$ cat config.mk
export PLATFORM = sky130hd
export DESIGN_NAME = ser_frame_loader
export DESIGN_NICKNAME = d
export VERILOG_FILES = /design/src/rtl/ser_frame_loader_pkg.sv /design/src/rtl/ser_frame_loader_shift_in_reg.sv /design/src/rtl/ser_frame_loader.sv
export SDC_FILE = /design/constraint.sdc
export NUM_CORES = 1
export LEC_CHECK = 0
export CAP_MARGIN = 20
export CORE_AREA = 5 5 54 56
export CTS_CLUSTER_SIZE = 24
export DETAILED_ROUTE_END_ITERATION = 6
export DIE_AREA = 0 0 59 61
export DONT_BUFFER_PORTS = 1
export PLACE_DENSITY = 0.71
export SLEW_MARGIN = 10
export SYNTH_ARGS = -nofsm -noshare
export SYNTH_HDL_FRONTEND = slang
export SYNTH_SLANG_ARGS = --single-unit
$ cat constraint.sdc
create_clock -name clk -period 1.5 [get_ports clk]
set_input_delay 0.225 -clock clk [delete_from_list [all_inputs] [get_ports clk]]
set_output_delay 0.225 -clock clk [all_outputs]
set_load 0.005 [all_outputs]
$ cat src/rtl/ser_frame_loader_pkg.sv
// Shared definitions for the serial frame loader.
//   state_e   : frame FSM state encoding
//   START_BIT : line level that opens a frame
//   STOP_BIT  : line level that must close a frame
//   clog2     : ceil(log2(value)), minimum 1, for counter/index widths
package ser_frame_loader_pkg;

    typedef enum logic [1:0] {
        ST_IDLE   = 2'd0,
        ST_DATA   = 2'd1,
        ST_PARITY = 2'd2,
        ST_STOP   = 2'd3
    } state_e;

    localparam logic START_BIT = 1'b0;
    localparam logic STOP_BIT  = 1'b1;

    // Never returns 0 so a counter built from it always has at least one bit.
    function automatic int unsigned clog2(input int unsigned value);
        int unsigned result;
        result = 1;
        while ((32'd1 << result) < value) begin
            result++;
        end
        return result;
    endfunction

endpackage

$ cat src/rtl/ser_frame_loader_shift_in_reg.sv
// WIDTH-bit assembly register written one bit at a time at a given index.
//   clk_i  : clock
//   rst_i  : asynchronous active-high reset (clears the register)
//   clr_i  : synchronous clear, has priority over en_i
//   en_i   : write bit_i into position idx_i
//   idx_i  : bit position to write
//   bit_i  : bit value to write
//   q_o    : current register contents
module shift_in_reg #(
    parameter int unsigned WIDTH = 8,
    parameter int unsigned IDX_W = 3
) (
    input  logic             clk_i,
    input  logic             rst_i,
    input  logic             clr_i,
    input  logic             en_i,
    input  logic [IDX_W-1:0] idx_i,
    input  logic             bit_i,
    output logic [WIDTH-1:0] q_o
);

    logic [WIDTH-1:0] q_q;

    always_ff @(posedge clk_i or posedge rst_i) begin
        if (rst_i) begin
            q_q <= '0;
        end else if (clr_i) begin
            q_q <= '0;
        end else if (en_i) begin
            q_q[idx_i] <= bit_i;
        end
    end

    assign q_o = q_q;

endmodule

$ cat src/rtl/ser_frame_loader.sv
// Serial frame receiver: start bit, WIDTH data bits LSB first, optional even
// parity, stop bit. A good frame is presented on data_out with a one-cycle
// load pulse for a downstream register; bad frames pulse an error instead.
//   clk        : clock, rising edge
//   rst        : asynchronous active-high reset
//   ser_valid  : qualifies ser_in; bits are consumed only when high
//   ser_in     : serial data bit
//   load       : one-cycle pulse, data_out holds a newly accepted word
//   data_out   : last accepted word
//   busy       : a frame is in progress
//   frame_err  : one-cycle pulse, stop bit was 0
//   parity_err : one-cycle pulse, parity mismatch with a good stop bit
module ser_frame_loader
    import ser_frame_loader_pkg::*;
#(
    parameter int unsigned WIDTH     = 8,
    parameter int unsigned PARITY_EN = 1
) (
    input  logic             clk,
    input  logic             rst,
    input  logic             ser_valid,
    input  logic             ser_in,
    output logic             load,
    output logic [WIDTH-1:0] data_out,
    output logic             busy,
    output logic             frame_err,
    output logic             parity_err
);

    localparam int unsigned      CNT_W      = clog2(WIDTH);
    localparam logic [CNT_W-1:0] LAST_IDX   = CNT_W'(WIDTH - 1);
    localparam bit               HAS_PARITY = (PARITY_EN != 0);

    state_e           state_q;
    logic [CNT_W-1:0] cnt_q;
    logic             parity_ok_q;
    logic             load_q;
    logic             busy_q;
    logic             frame_err_q;
    logic             parity_err_q;
    logic [WIDTH-1:0] data_q;

    logic [WIDTH-1:0] asm_word;
    logic             asm_clr;
    logic             asm_en;

    // Assembly register is cleared on the start bit and written while in DATA.
    assign asm_clr = ser_valid && (state_q == ST_IDLE) && (ser_in == START_BIT);
    assign asm_en  = ser_valid && (state_q == ST_DATA);

    shift_in_reg #(
        .WIDTH (WIDTH),
        .IDX_W (CNT_W)
    ) u_asm (
        .clk_i (clk),
        .rst_i (rst),
        .clr_i (asm_clr),
        .en_i  (asm_en),
        .idx_i (cnt_q),
        .bit_i (ser_in),
        .q_o   (asm_word)
    );

    // Frame FSM with registered outputs; pulses default low every cycle.
    always_ff @(posedge clk or posedge rst) begin
        if (rst) begin
            state_q      <= ST_IDLE;
            cnt_q        <= '0;
            parity_ok_q  <= 1'b0;
            load_q       <= 1'b0;
            busy_q       <= 1'b0;
            frame_err_q  <= 1'b0;
            parity_err_q <= 1'b0;
            data_q       <= '0;
        end else begin
            load_q       <= 1'b0;
            frame_err_q  <= 1'b0;
            parity_err_q <= 1'b0;
            if (ser_valid) begin
                case (state_q)
                    ST_IDLE: begin
                        // A 1 here is idle line and is simply dropped.
                        if (ser_in == START_BIT) begin
                            state_q <= ST_DATA;
                            cnt_q   <= '0;
                            busy_q  <= 1'b1;
                        end
                    end
                    ST_DATA: begin
                        // Counter parks at LAST_IDX rather than wrapping.
                        if (cnt_q == LAST_IDX) begin
                            state_q <= HAS_PARITY ? ST_PARITY : ST_STOP;
                        end else begin
                            cnt_q <= cnt_q + CNT_W'(1);
                        end
                    end
                    ST_PARITY: begin
                        // Even parity: data bits plus parity bit XOR to zero.
                        parity_ok_q <= ~(^{asm_word, ser_in});
                        state_q     <= ST_STOP;
                    end
                    ST_STOP: begin
                        state_q <= ST_IDLE;
                        busy_q  <= 1'b0;
                        if (ser_in != STOP_BIT) begin
                            frame_err_q <= 1'b1;
                        end else if (HAS_PARITY && !parity_ok_q) begin
                            parity_err_q <= 1'b1;
                        end else begin
                            load_q <= 1'b1;
                            data_q <= asm_word;
                        end
                    end
                    default: begin
                        state_q <= ST_IDLE;
                        busy_q  <= 1'b0;
                    end
                endcase
            end
        end
    end

    assign load       = load_q;
    assign data_out   = data_q;
    assign busy       = busy_q;
    assign frame_err  = frame_err_q;
    assign parity_err = parity_err_q;

endmodule

==> flow_summary.ini, run 1 <==
[cts]
clk_pin_slew_ns = 0.14
numCtsBuffers = 3
clk_latency_ns = 0.31
tritoncts = built
cts_root_buffer = clkbuf_4
clockBufferDepth = 2
h-tree-depth = 1
numClockSinks = 26

[timing]
post-route-worst-setup-slack_ns = 0.0586
layout_min_cycle_time_ns = 1.44
period_share_pct = 96.1
slew_headroom_pct = 69.2
clock_skew_ns = 0.0115
drv_slew = 0
fin_setup_tns_ns = 0
max_freq_ghz = 0.694
grt_setup_unrepaired = true
worst_pin_slew_ns = 0.462
setup_viol = 0
hold_violations = 0

[power]
seqPwrFrac_pct = 40.0
power.switching_mw = 1.04
peakVddDrop_v = 0.00112
p_leak_nw = 0.732
p_int_mw = 1.90
switching_share_pct = 35.4
power.density_mw_per_mm2 = 1940
comb_power_share_pct = 44.2
clkPwrFrac_pct = 15.8

[yosys]
synth_compound_area_share_pct = 15.0
syn-cell-area_mm2 = 0.00125
synth_top_family_by_area = simple AND/OR/NAND/NOR gates
syn_nets = 134
synth.distinct_cells = 27
synth-edff-count = 0
synth_xor_area_share_pct = 6.63
synthCells = 124
synth_mux_area_share_pct = 0.904
avgSynthCellArea_um2 = 10.0
yosysSeqAreaShare_pct = 52.2
synth_fa_ha_area_share_pct = 6.02
ys_ff_latch = 26
async_flop_share_pct = 100
yosys_warnings = 0
yosys_most_used_dff = dfrtp_1
synth-simple-area-share_pct = 15.8

[final_layout]
antenna_cells = 0
layout_commonest_cell = nand2_1
layout.area.seq_um2 = 651
nNetsFinal = 150
design_area_mm2 = 0.00152
multi_input_comb_area_um2 = 619
layout-drive-gt1-share_pct = 21.6
final_cell_mix = nand2_1, dfrtp_1, buf_4
syn2layout_area_growth_pct = 21.6
fill_cells = 197
fin_util_pct = 63.5

[die]
die_x_um = 59
die_area_mm2 = 0.00360
die_h_um = 61
start_util_pct = 52.2
rows = 18
io_pins = 16
core_area_mm2 = 0.00239

[flow_run]
maxCapViolCount = 0

[hold_path]
holdPathEnd = u_asm.q_o[1]$_DFFE_PP0P_
min_path_cells = 2
hold_start = ser_in
min_path_type = input port to flip-flop

[worst_setup_path]
endpoint_kind = flip-flop
r2r_cells = 7
arrival_ns = 1.66
worstSetupPathType = flip-flop to flip-flop
cp_max_fo = 4
r2r_end = cnt_q[2]$_DFFE_PP0P_
start_kind = flip-flop
reg2reg_slack_ns = 0.06
rr_startpoint = state_q[1]$_DFFE_PP0P_
cp_data_required_time_ns = 1.72

[routing]
routed_wl_um = 2440
firstDrtPassIters = 4
vias = 928
drtIter0Drc = 26
postRouteAntennaNets = 0
avgViaCountPerCell = 5.49
wl_per_cell_um = 14.4
drc_errors = 0

[grt]
grt_max_degree = 18
grt_pass1_vias = 832
grt_overflow_total = 0
antenna_found_initial = 0
track_usage_pct = 14.4
grt_pass1_wl_um = 3890

[placement]
post_dp_cell_area_mm2 = 0.00136
port_buffers = 0
post-place-ws_ns = 0.0229
gp_congestion = 0.820
dp_hpwl_um = 1710

[outcome]
outcome = finished clean
power groups by stage:
stage	Sequential [mW]	Clock, mW	Combinational [mW]
final	1.18	0.465	1.30
after global routing	1.22	0.521	1.45
after CTS	1.17	0.482	1.20
after detailed placement	1.19	0	1.18
after global placement	1.18	0	1.14
after floorplan	1.18	0	0.831
cells by family (layout without fill, tap and decap cells):
kind of cell / count (synthesis) / count (layout)
AND/OR/NAND/NOR: 46 / 46
AO/OA/AOI/OAI: 27 / 27
flip-flops: 26 / 26
buffers and inverters: 11 / 26
XOR/XNOR: 7 / 7
adder cells (fa/ha/maj): 6 / 6
multiplexers: 1 / 1
metal layers:
| layer | vias up | track usage (%) | wire length (um) |
|---|---|---|---|
| li1 | 455 | - | - |
| met4 | 0 | 5.83 | 21 |
| met2 | 17 | 23.7 | 1240 |
| met1 | 454 | 18.3 | 1070 |
| met3 | 2 | 3.40 | 108 |
| met5 | - | 0 | 0 |
state kept, by name, summed over array words and instances, names as in the netlist:
signal       flops
busy             1
load             1
parity_ok_q      1
state_q          2
u_asm.q_o        8
data_out         8
cnt_q            3
parity_err       1
frame_err        1
synth_stat cells, types with 3 or more instances:
cell,number,area [um^2]
a22o_1,3,26.3
dfrtp_1,26,651
ha_1,6,75.1
inv_1,6,22.5
nand2_1,33,124
nand2b_1,3,18.8
nand3_1,3,15.0
nor3_1,3,15.0
o211ai_1,6,45.0
o21ai_1,7,35.0
o31ai_1,6,45.0
xnor2_1,4,35.0
worst max path at each step:
| stage | start | end | slack, ns |
|---|---|---|---|
| 2_1_floorplan | state_q[1]$_DFFE_PP0P_ | state_q[1]$_DFFE_PP0P_ | 0.01 |
| 3_3_place_gp | cnt_q[0]$_DFFE_PP0P_ | state_q[1]$_DFFE_PP0P_ | 0.08 |
| 3_5_place_dp | cnt_q[0]$_DFFE_PP0P_ | state_q[1]$_DFFE_PP0P_ | 0.02 |
| 4_1_cts | cnt_q[0]$_DFFE_PP0P_ | state_q[1]$_DFFE_PP0P_ | 0.03 |
| 5_1_grt | state_q[1]$_DFFE_PP0P_ | u_asm.q_o[0]$_DFFE_PP0P_ | -0.04 |
| 6_report | state_q[1]$_DFFE_PP0P_ | cnt_q[2]$_DFFE_PP0P_ | 0.06 |
through the flow:
| step | hold WS, ns | cells | power (mW) |
|---|---|---|---|
| floorplan | 0.265 | 124 | 2.01 |
| global placement | 0.132 | 161 | 2.32 |
| detailed placement | 0.147 | 161 | 2.37 |
| CTS | 0.00296 | 167 | 2.86 |
| global route | 0.00426 | 169 | 3.19 |
| finish | 0.0123 | 169 | 2.94 |
worst max-delay path, cell delays in order (launching register included):
cell	delay, ns
dfrtp_1	0.40
inv_1	0.12
ha_2	0.28
a21boi_4	0.09
buf_4	0.14
nand2_1	0.05
o21ai_1	0.06
a22o_1	0.22
what timing repair did:
item / in CTS / in global routing
endpoints found under the setup margin: 1 / 15
endpoints found under the hold margin: 10 / 1
pin swaps: 0 / 7
hold buffers: 2 / 1
gates resized for setup: 1 / 12
buffers inserted: 0 / 1
final cells by class:
type	instances	area share [%]
Clock buffer	3	1.49
Clock inverter	1	1.98
Inverter	8	1.98
Multi-Input combinational cell	87	40.9
Sequential cell	26	42.9
Tap cell	30	2.48
Timing Repair Buffer	14	8.26
Note: power is estimated with default switching activity, not from simulation.
==> inputs of run 2 (changes only) <==
--- a/config.mk
+++ b/config.mk
@@ -11,6 +11,7 @@
 export DETAILED_ROUTE_END_ITERATION = 6
 export DIE_AREA = 0 0 59 61
 export DONT_BUFFER_PORTS = 1
+export MAX_ROUTING_LAYER = met4
 export PLACE_DENSITY = 0.71
 export SLEW_MARGIN = 10
 export SYNTH_ARGS = -nofsm -noshare
==> run 2 against run 1 <==
Effect of this change: flip-flop and latch count stayed put; clock skew is essentially flat; routed wire length up 0.12%; design area stayed put; largest power group unchanged.
==> flow_summary.ini, run 2 (synthesized netlist as in run 1, its figures left out) <==
[timing]
worst_pin_slew_ns = 0.461
max_freq_ghz = 0.694
period_share_pct = 96.1
whs_ns = 0.0123
grt_setup_unrepaired = true
layout_min_cycle_time_ns = 1.44
drv_slew = 0
setup_viol = 0
slew_headroom_pct = 69.2
post-route-worst-setup-slack_ns = 0.0583
clock_skew_ns = 0.0114
hold_violations = 0

[cts]
cts_root_buffer = clkbuf_4
tritoncts = built
h-tree-depth = 1
clk_latency_ns = 0.31
clockBufferDepth = 2
clk_pin_slew_ns = 0.14
numCtsBuffers = 3
numClockSinks = 26

[die]
io_pins = 16
core_area_mm2 = 0.00239
die_area_mm2 = 0.00360
die_h_um = 61
rows = 18
start_util_pct = 52.2
die_x_um = 59

[power]
peakVddDrop_v = 0.00112
comb_power_share_pct = 44.2
p_int_mw = 1.90
power.density_mw_per_mm2 = 1940
p_leak_nw = 0.732
power.switching_mw = 1.04
seqPwrFrac_pct = 40.0
clkPwrFrac_pct = 15.8
finalPower_mw = 2.94
switching_share_pct = 35.4

[worst_setup_path]
cp_data_required_time_ns = 1.72
arrival_ns = 1.67
endpoint_kind = flip-flop
startpoint = state_q[1]$_DFFE_PP0P_
rr_startpoint = state_q[1]$_DFFE_PP0P_
cp_max_fo = 4
start_kind = flip-flop
worstSetupPathType = flip-flop to flip-flop

[final_layout]
nNetsFinal = 150
antenna_cells = 0
layout-drive-gt1-share_pct = 21.6
fin_cells = 169
layout_commonest_cell = nand2_1
final_cell_mix = nand2_1, dfrtp_1, buf_4
design_area_mm2 = 0.00152
syn2layout_area_growth_pct = 21.6

[routing]
routed_wl_um = 2440
firstDrtPassIters = 4
drc_errors = 0
drtIter0Drc = 26
postRouteAntennaNets = 0
vias = 929
avgViaCountPerCell = 5.50
wl_per_cell_um = 14.4

[grt]
use_met3_pct = 3.40
grt_pass1_vias = 832
antenna_found_initial = 0
grt_busiest_layer = met2
grt_util_met2_pct = 23.7
grt_overflow_total = 0
track_usage_pct = 14.9
grt_max_degree = 18
grt_pass1_wl_um = 3890
met1_usage_pct = 18.3

[placement]
post-place-ws_ns = 0.0229
port_buffers = 0
gp_congestion = 0.832
post-place-cells = 161
post_dp_cell_area_mm2 = 0.00136
dp_hpwl_um = 1710

[outcome]
outcome = finished clean

[flow_run]
maxCapViolCount = 0

[hold_path]
min_path_type = input port to flip-flop
hold_start = ser_in
==> run 2: cell type report <==
type	instances	area, um^2
Clock inverter	1	30.0
Inverter	8	30.0
Clock buffer	3	22.5
Multi-Input combinational cell	87	619
Fill cell	197	872
Timing Repair Buffer	14	125
Tap cell	30	37.5
Sequential cell	26	651
==> run 2: worst max-delay path, stage by stage, from the launching register on <==
cell      delay [ns]
dfrtp_1         0.40
inv_1           0.12
ha_2            0.28
a21boi_4        0.09
buf_4           0.14
nand2_1         0.05
o21ai_1         0.06
a22o_1          0.22
==> run 2: timing repair <==
action                     CTS  global route
resized for setup            1            12
hold endpoints to repair    10             1
pin swaps                    0             7
setup buffers                0             1
hold buffers                 2             1
setup endpoints to repair    1            15
==> run 2: path summary, 6_finish.rpt <==
kind	to	slack [ns]	depth (start not counted)
setup / recovery	cnt_q[2]$_DFFE_PP0P_	0.06	7
hold / removal	u_asm.q_o[1]$_DFFE_PP0P_	0.01	2
setup reg to reg	cnt_q[2]$_DFFE_PP0P_	0.06	7
hold reg to reg	parity_err$_DFF_PP0_	0.49	1
max in group asynchronous	u_asm.q_o[3]$_DFFE_PP0P_	0.70	3
min in group asynchronous	cnt_q[2]$_DFFE_PP0P_	0.35	2
==> run 2: power groups by stage <==
stage / Clock (mW) / Combinational, mW / Sequential (mW)
finish: 0.466 / 1.30 / 1.18
global route: 0.521 / 1.45 / 1.22
CTS: 0.482 / 1.20 / 1.17
detailed placement: 0 / 1.18 / 1.19
global placement: 0 / 1.14 / 1.18
floorplan: 0 / 0.831 / 1.18
==> run 2: per-layer routing <==
layer  vias to the layer above  wire [um]
li1                        455          -
met1                       455       1070
met2                        17       1250
met3                         2        106
met4                         0         21
met5                         -          0
==> run 2: stage by stage <==
stage | utilization (%) | setup TNS [ns]
after floorplan | - | 0
after CTS | 60.1 | 0
after global routing | 63.5 | -0.112
after global placement | 56.9 | 0
after detailed placement | 56.9 | 0
final | 63.5 | 0
